`src/rtl/uart_mem_cmd_sequencer.sv`:
```
// UART byte-stream to memory transaction sequencer: parses 0x56/0x55 commands, drives
// a req/ack memory port and returns read data over UART. Optional inter-byte timeout: UART_MEM_TIMEOUT_EN.
module uart_mem_cmd_sequencer #(
    parameter logic [7:0] WRITE_CMD      = 8'h56,
    parameter logic [7:0] READ_CMD       = 8'h55,
    parameter int         TIMEOUT_CYCLES = 1000000
) (
    input  logic        clk50MHz,
    input  logic        rst,
    input  logic [7:0]  rx_data,
    input  logic        rx_valid,
    output logic [7:0]  tx_data,
    output logic        tx_start,
    input  logic        tx_busy,
    output logic        mem_req,
    output logic        mem_we,
    output logic [31:0] mem_addr,
    output logic [31:0] mem_wdata,
    input  logic [31:0] mem_rdata,
    input  logic        mem_ack,
    output logic        overrun,
    output logic [7:0]  debug_out
);

    typedef enum logic [3:0] {
        S_IDLE    = 4'd0,
        S_ADDR    = 4'd1,
        S_WDATA   = 4'd2,
        S_MEM_REQ = 4'd3,
        S_TX_LOAD = 4'd4,
        S_TX_WAIT = 4'd5
    } state_t;

    state_t      state;
    state_t      state_next;
    logic [1:0]  byte_cnt;
    logic [31:0] rd_buf;
    logic        wait_first;
    logic        timeout_hit;
    logic        abort_pulse;

    logic in_parse;
    logic accept_cmd;
    logic load_addr;
    logic load_wdata;
    logic mem_done;
    logic tx_launch;
    logic tx_next;
    logic drop_byte;

    // Handshakes: rx_valid is a one-cycle strobe with no back-pressure (bytes outside the
    // parse states are dropped and flagged); mem_req stays high with addr/wdata/we stable
    // until the one-cycle mem_ack; tx_start is a one-cycle strobe issued only when tx_busy is low.

    always_ff @(posedge clk50MHz) begin
        if (rst) state <= S_IDLE;
        else     state <= state_next;
    end

    always_comb begin
        state_next = state;
        case (state)
            S_IDLE:    if (accept_cmd) state_next = S_ADDR;
            S_ADDR: begin
                if (load_addr && byte_cnt == 2'd3) state_next = mem_we ? S_WDATA : S_MEM_REQ;
                else if (timeout_hit)              state_next = S_IDLE;
            end
            S_WDATA: begin
                if (load_wdata && byte_cnt == 2'd3) state_next = S_MEM_REQ;
                else if (timeout_hit)               state_next = S_IDLE;
            end
            S_MEM_REQ: if (mem_done)  state_next = mem_we ? S_IDLE : S_TX_LOAD;
            S_TX_LOAD: if (tx_launch) state_next = S_TX_WAIT;
            S_TX_WAIT: if (tx_next)   state_next = (byte_cnt == 2'd3) ? S_IDLE : S_TX_LOAD;
            default:   state_next = S_IDLE;
        endcase
    end

    always_comb begin
        in_parse   = (state == S_IDLE) || (state == S_ADDR) || (state == S_WDATA);
        accept_cmd = (state == S_IDLE) && rx_valid &&
                     ((rx_data == WRITE_CMD) || (rx_data == READ_CMD));
        load_addr  = (state == S_ADDR) && rx_valid;
        load_wdata = (state == S_WDATA) && rx_valid;
        mem_done   = (state == S_MEM_REQ) && mem_req && mem_ack;
        tx_launch  = (state == S_TX_LOAD) && !tx_busy;
        // The first TX_WAIT cycle is skipped so the UART has time to raise tx_busy.
        tx_next    = (state == S_TX_WAIT) && !wait_first && !tx_busy;
        drop_byte  = rx_valid && !in_parse;
    end

    always_ff @(posedge clk50MHz) begin
        if (rst) begin
            mem_req    <= 1'b0;
            mem_we     <= 1'b0;
            mem_addr   <= '0;
            mem_wdata  <= '0;
            tx_data    <= '0;
            tx_start   <= 1'b0;
            overrun    <= 1'b0;
            byte_cnt   <= '0;
            rd_buf     <= '0;
            wait_first <= 1'b0;
        end else begin
            tx_start <= 1'b0;
            mem_req  <= (state == S_MEM_REQ) && !mem_done;
            if (accept_cmd) begin
                mem_we   <= (rx_data == WRITE_CMD);
                byte_cnt <= 2'd0;
            end
            if (load_addr) begin
                mem_addr[{byte_cnt, 3'b000} +: 8] <= rx_data;
                byte_cnt <= byte_cnt + 2'd1;
            end
            if (load_wdata) begin
                mem_wdata[{byte_cnt, 3'b000} +: 8] <= rx_data;
                byte_cnt <= byte_cnt + 2'd1;
            end
            if (mem_done && !mem_we) begin
                rd_buf   <= mem_rdata;
                byte_cnt <= 2'd0;
            end
            if (state == S_TX_WAIT) wait_first <= 1'b0;
            if (tx_launch) begin
                tx_data    <= rd_buf[{byte_cnt, 3'b000} +: 8];
                tx_start   <= 1'b1;
                wait_first <= 1'b1;
            end
            if (tx_next && byte_cnt != 2'd3) byte_cnt <= byte_cnt + 2'd1;
            if (drop_byte) overrun <= 1'b1;
        end
    end

`ifdef UART_MEM_TIMEOUT_EN
    logic [31:0] to_cnt;

    // Counts idle cycles between bytes of a command; any accepted byte restarts it.
    always_ff @(posedge clk50MHz) begin
        if (rst) begin
            to_cnt      <= '0;
            abort_pulse <= 1'b0;
        end else begin
            abort_pulse <= timeout_hit;
            if (!((state == S_ADDR) || (state == S_WDATA)) || rx_valid) to_cnt <= '0;
            else                                                        to_cnt <= to_cnt + 32'd1;
        end
    end

    assign timeout_hit = ((state == S_ADDR) || (state == S_WDATA)) && !rx_valid &&
                         (to_cnt == 32'(TIMEOUT_CYCLES - 1));
`else
    logic [31:0] unused_timeout_cycles;

    assign unused_timeout_cycles = 32'(TIMEOUT_CYCLES);
    assign timeout_hit           = 1'b0;
    assign abort_pulse           = 1'b0;
`endif

    assign debug_out = {overrun, abort_pulse, byte_cnt, state};

endmodule

```
`config.mk`:
```
export PLATFORM = sky130hd
export DESIGN_NAME = uart_mem_cmd_sequencer
export DESIGN_NICKNAME = d
export VERILOG_FILES = /design/src/rtl/uart_mem_cmd_sequencer.sv
export SDC_FILE = /design/constraint.sdc
export NUM_CORES = 1
export LEC_CHECK = 0
export CAP_MARGIN = 0
export CORE_UTILIZATION = 48
export DETAILED_ROUTE_END_ITERATION = 12
export PLACE_DENSITY = 0.82
export SLEW_MARGIN = 20
export SYNTH_ARGS = -nofsm -noshare
export SYNTH_HDL_FRONTEND = slang
export SYNTH_SLANG_ARGS = --single-unit
```
`constraint.sdc`:
```
create_clock -name clk50MHz -period 2.4 [get_ports clk50MHz]
set_input_delay 0.36 -clock clk50MHz [delete_from_list [all_inputs] [get_ports clk50MHz]]
set_output_delay 0.36 -clock clk50MHz [all_outputs]
set_load 0.05 [all_outputs]
```
==> results.cfg, run 1 <==
[sta]
fmaxAchievable_mhz = 431
post-route-worst-setup-slack_ns = 0.0789
finalHoldViolCount = 0
grt_setup_unrepaired = false
slew-limit-headroom_pct = 54.7
post-route-period-util_pct = 96.7
fin_setup_tns_ns = 0
worst_clock_skew_ns = 0.00624
max_slew.worst_pin.slew_ns = 0.680
hold_slack_ns = 0.376
final_period_minus_worst_setup_slack_ns = 2.32
fin_max_slew_vios = 0
finalSetupViolations = 0

[worst_setup_path]
cp_data_arrival_time_ns = 1.96
endpoint_kind = output pin
worstSetupPathType = flop to output pin
critical_path.startpoint = state[1]$_SDFFE_PP0P_
critical_path.startpoint_type = flop
crit_path_top_delay_cell = clkdlybuf4s50_1
worst_r2r_startpoint = state[0]$_SDFFE_PP0P_
cp_slowest_stage_delay_ns = 0.89
worstPathBufferInverterCount = 1
path_max_fanout = 12
required_ns = 2.04
critical-path-top-delay-family = buffers and inverters
crit_chain = clkdlybuf4s50_1

[yosys]
synth-edff-count = 0
top_cells_by_area_in_the_synthesized_netlist = dfxtp_1, nand2_1, a21oi_1
async_set_or_reset_flop_fraction_in_the_synthesized_netlist_pct = 0
syn-mean-instance-area_um2 = 8.18
synth.cell_area_um2 = 4650
ys_dominant_reg_cell = dfxtp_1
yosysWarningCount = 0
synth.most_common_cell = nand2_1
netlist_top_cells_count = nand2_1, dfxtp_1, a21oi_1, nand3_1, clkbuf_1
post_synth_inst_count = 569
flip_flop_and_latch_count_after_synthesis = 114
yosysTopAreaCellShare_pct = 49.1
synth.lib_cells_used.distinct = 40
post-synth-top-area-cell = dfxtp_1
synth-seq-area-share_pct = 49.1

[detailed_routing]
detail-route-antenna-nets = 0
met3_wirelength_from_detailed_routing_mm = 1.02
route.met2.wl_mm = 6.16
drt_first_iter_violations = 193
vias_per_cell = 5.41
postRouteWirelength_mm = 12.4
routedWlPerCell_um = 15.0
route.detailed.drc = 0
maxUsedRoutingLayer = met4
wl_met1_mm = 4.94
routed-via-count = 4470
dr.pass1.iters = 5

[floorplanning]
rows = 35
i_o_pins = 129
die_h_um = 100
core_um2 = 9330
dieWidth_um = 100
design.die.area_um2 = 10100
initial_core_util_pct = 49.9

[power]
design_power_total_mw = 4.45
power.density_cell_area_nw_per_um2 = 678
irDropWorstVdd_mv = 0.486
p_leak_nw = 2.18

[clock_tree]
tritoncts_clock_tree = yes
htreeDepth = 4
ctsLongestPathBuffers = 2
cts_hold_buffers = 0
number_of_buffers_inserted_to_repair_setup_after_cts = 0
clock-root-buffer = clkbuf_8
worst_skew_pair.late_latency_ns = 0.52
cts-buffers-inserted = 17
numClockSinks = 114
cts.clk_slew.worst_paths_ns = 0.05

[final_layout]
finish.net_count = 737
post_route_cells_drive_above_1_share_pct = 10.2
final_design_area_no_fill_um2 = 6560
num_antenna_cells = 0
area_growth_pct = 41.0
post_layout_nonfiller_instances = 827
fin_util_pct = 70.3

[grt]
grt_max_degree = 67
initial_antenna_violation_count = 0
grt_pass1_wl_mm = 20.1
grt_overflow = 0
grt_resource_usage_total_pct = 25.6
grt_pass1_vias = 4199

[place]
placement.setup.worst_slack_ns = 0.196
post-dp-hpwl_mm = 8.61
place_inst = 797
finalWeightedCongestion = 0.864
numPortBuffers = 126
placement.cell_area_um2 = 6020

[status]
run_status = finished clean

[job]
timing.max_cap.violations = 0

[min_path]
worst_hold_startpoint = rst
worstHoldPathType = input pin to flop
-- worst paths after layout --
| path | depth (start not counted) | end | slack [ns] |
|---|---|---|---|
| hold reg to reg | 2 | mem_wdata[16]$_SDFFE_PP0P_ | 0.45 |
| setup / recovery | 1 | debug_out[1] | 0.08 |
| hold / removal | 2 | overrun$_SDFFE_PP0P_ | 0.38 |
| setup reg to reg | 6 | mem_addr[10]$_SDFFE_PP0P_ | 0.44 |
-- power by group --
part           switching [mW]  leakage, nW  internal (mW)  total, mW
Clock                   0.858        0.250           1.40       2.26
Combinational           0.154         1.02          0.122      0.276
Sequential             0.0120        0.918           1.90       1.91
-- cell type report --
class                   count  area [um^2]
inverters                   5         18.8
repair buffers            145         1400
clock inverters            10         87.6
flip-flops and latches    114         2280
clock buffers              20          445
fillers                   733         2770
well taps                 129          161
multi-input cells         404         2160
-- sequential cells by signal, summed over array words and instances (netlist names) --
register    flops
wait_first      1
mem_addr       32
rd_buf         32
tx_data         8
mem_we          1
byte_cnt        2
state           3
mem_wdata      32
tx_start        1
overrun         1
mem_req         1
-- kinds of logic after synthesis --
kind of cell             after synthesis  synth area share [%]
AND/OR/NAND/NOR                      267                  27.0
AO/OA/AOI/OAI                        121                  13.6
flip-flops                           114                  49.1
buffers and inverters                 52                  4.89
multiplexers                           8                  3.87
adder cells (fa/ha/maj)                5                  1.34
other                                  1                0.0806
XOR/XNOR                               1                 0.188
-- cell usage in the layout (no fill, tap or decap), drive strengths merged --
| master | Yosys | layout |
|---|---|---|
| nand2 | 156 | 156 |
| clkdlybuf4s50 | 0 | 122 |
| dfxtp | 114 | 114 |
| a21oi | 113 | 113 |
| nand3 | 68 | 68 |
| buf | 15 | 21 |
| clkbuf | 32 | 20 |
| mux4 | 8 | 8 |
| nor3 | 8 | 8 |
| and2 | 8 | 8 |
| nor2 | 6 | 6 |
| ha | 5 | 5 |
| clkinvlp | 0 | 5 |
| inv | 5 | 5 |
| clkinv | 0 | 4 |
| or2 | 4 | 4 |
| nand2b | 3 | 3 |
| nor3b | 3 | 3 |
| nor2b | 3 | 3 |
| nor4 | 3 | 3 |
| conb | 1 | 2 |
| dlymetal6s2s | 0 | 2 |
| o21ai | 2 | 2 |
| nand4bb | 2 | 2 |
| nor4b | 1 | 1 |
| xnor2 | 1 | 1 |
| a31oi | 1 | 1 |
| a2111oi | 1 | 1 |
| and3 | 1 | 1 |
| and4 | 1 | 1 |
| o21bai | 1 | 1 |
| o41ai | 1 | 1 |
| a311oi | 1 | 1 |
| o221a | 1 | 1 |
| bufinv | 0 | 1 |
-- per-layer routing --
metal	global-route usage (%)	vias to the layer above
met4	10.3	0
met2	43.2	208
li1	-	2162
met1	30.9	2069
met3	7.17	31
met5	0	-
-- timing repair --
item                       CTS  global route
gates resized for setup      0             2
hold endpoints to repair     0             0
setup endpoints to repair    0             2
(Power assumes the default switching activity.)
==> run 2, diff against run 1 <==
CORE_MARGIN = 8   (was default)
==> results.cfg, run 2 (synthesized netlist as in run 1, its figures left out) <==
[status]
run_status = finished clean

[clock_tree]
worst_skew_pair.late_latency_ns = 0.51
tritoncts_clock_tree = yes
cts.clk_slew.worst_paths_ns = 0.06
clock-root-buffer = clkbuf_8
ctsLongestPathBuffers = 2
cts_hold_buffers = 0
numClockSinks = 114
htreeDepth = 4
cts-buffers-inserted = 17

[detailed_routing]
routed-via-count = 4472
vias_per_cell = 5.38
dr.pass1.iters = 5
routedWlPerCell_um = 16.4
route.detailed.drc = 0
postRouteWirelength_mm = 13.6
detail-route-antenna-nets = 0
drt_first_iter_violations = 291

[floorplanning]
core_um2 = 9590
die_h_um = 114
i_o_pins = 129
design.die.area_um2 = 13100
initial_core_util_pct = 48.5
rows = 36
dieWidth_um = 114

[sta]
fin_setup_tns_ns = 0
finalSetupViolations = 0
post-route-period-util_pct = 95.9
final_period_minus_worst_setup_slack_ns = 2.30
worst_clock_skew_ns = 0.00755
finalHoldViolCount = 0
grt_setup_unrepaired = false
fin_max_slew_vios = 0
fmaxAchievable_mhz = 434
max_slew.worst_pin.slew_ns = 0.557
slew-limit-headroom_pct = 62.7

[worst_setup_path]
required_ns = 2.04
critical_path.startpoint_type = flop
endpoint_kind = output pin
cp_slowest_stage_delay_ns = 0.88
cp_data_arrival_time_ns = 1.94
worstPathBufferInverterCount = 1
minimum_setup_slack_among_reg_to_reg_paths_ns = 0.35
worstSetupPathType = flop to output pin
crit_chain = clkdlybuf4s50_1
critical-path-top-delay-family = buffers and inverters
crit_path_top_delay_cell = clkdlybuf4s50_1
path_max_fanout = 13

[place]
finalWeightedCongestion = 0.802
post-dp-hpwl_mm = 9.38
place_inst = 799
placement.cell_area_um2 = 6020
numPortBuffers = 126

[power]
p_leak_nw = 2.24
power.density_cell_area_nw_per_um2 = 737
irDropWorstVdd_mv = 0.428

[final_layout]
top_regs = mem_addr: 32 flops, mem_wdata: 32 flops, rd_buf: 32 flops
area_growth_pct = 43.5
final_design_area_no_fill_um2 = 6680
mostFrequentLayoutCells = nand2_1, clkdlybuf4s50_1, a21oi_1, dfxtp_1, nand3_1
finish.net_count = 735
nFillCells = 725
register_area_um2 = 2280
final_common_cell = nand2_1
num_antenna_cells = 0
post_layout_nonfiller_instances = 831
multiInputGateArea_um2 = 2160
post_route_cells_drive_above_1_share_pct = 10.2

[grt]
grt_pass1_wl_mm = 22.1
grt_max_degree = 64
grt_overflow = 0
grt_resource_usage_total_pct = 21.1
grt_pass1_vias = 4473
initial_antenna_violation_count = 0

[job]
timing.max_cap.violations = 0

[min_path]
worstHoldPathType = input pin to flop
## run 2: layout make-up
type,count,share of cell area (%)
timing repair buffer,143,21.0
multi-input combinational,404,32.3
inverter,5,0.281
clock inverter,12,3.05
tap,133,2.49
sequential,114,34.2
clock buffer,20,6.67
## run 2: timing repair
| item | in CTS | in global routing |
|---|---|---|
| pin swaps | 0 | 0 |
| gates resized for setup | 1 | 2 |
| setup buffers | 0 | 0 |
| setup endpoints to repair | 1 | 2 |
## run 2: power by group
part           switching, mW  total [mW]  internal, mW  leakage, nW
logic                  0.157       0.279         0.122         1.01
clock network          0.879        2.73          1.85        0.308
registers             0.0114        1.91          1.90        0.918
## run 2: path summary, 6_finish.rpt
kind	from	endpoint	cells past startpoint
worst min register to register	rd_buf[17]$_SDFFE_PP0P_	rd_buf[17]$_SDFFE_PP0P_	2
worst min-delay path	rst	overrun$_SDFFE_PP0P_	2
worst max-delay path	byte_cnt[1]$_SDFFE_PP0P_	debug_out[5]	1
worst max register to register	state[0]$_SDFFE_PP0P_	mem_addr[5]$_SDFFE_PP0P_	5
## run 2: through the flow
stage	setup slack [ns]	util, %	hold WS [ns]	total power, mW
2_1_floorplan	0.0956	-	0.433	2.10
3_3_place_gp	0.301	62.8	0.441	2.22
3_5_place_dp	0.236	62.8	0.444	2.23
4_1_cts	0.0240	69.5	0.295	4.93
5_1_grt	0.0393	69.6	0.329	5.05
6_report	0.0973	69.6	0.312	4.92
## run 2: layer usage
layer	up-vias	track usage (%)	wire length [um]
met5	-	0	0
met4	0	8.96	228
met3	26	7.33	1330
met2	212	35.0	6630
met1	2069	24.1	5440
li1	2165	-	-
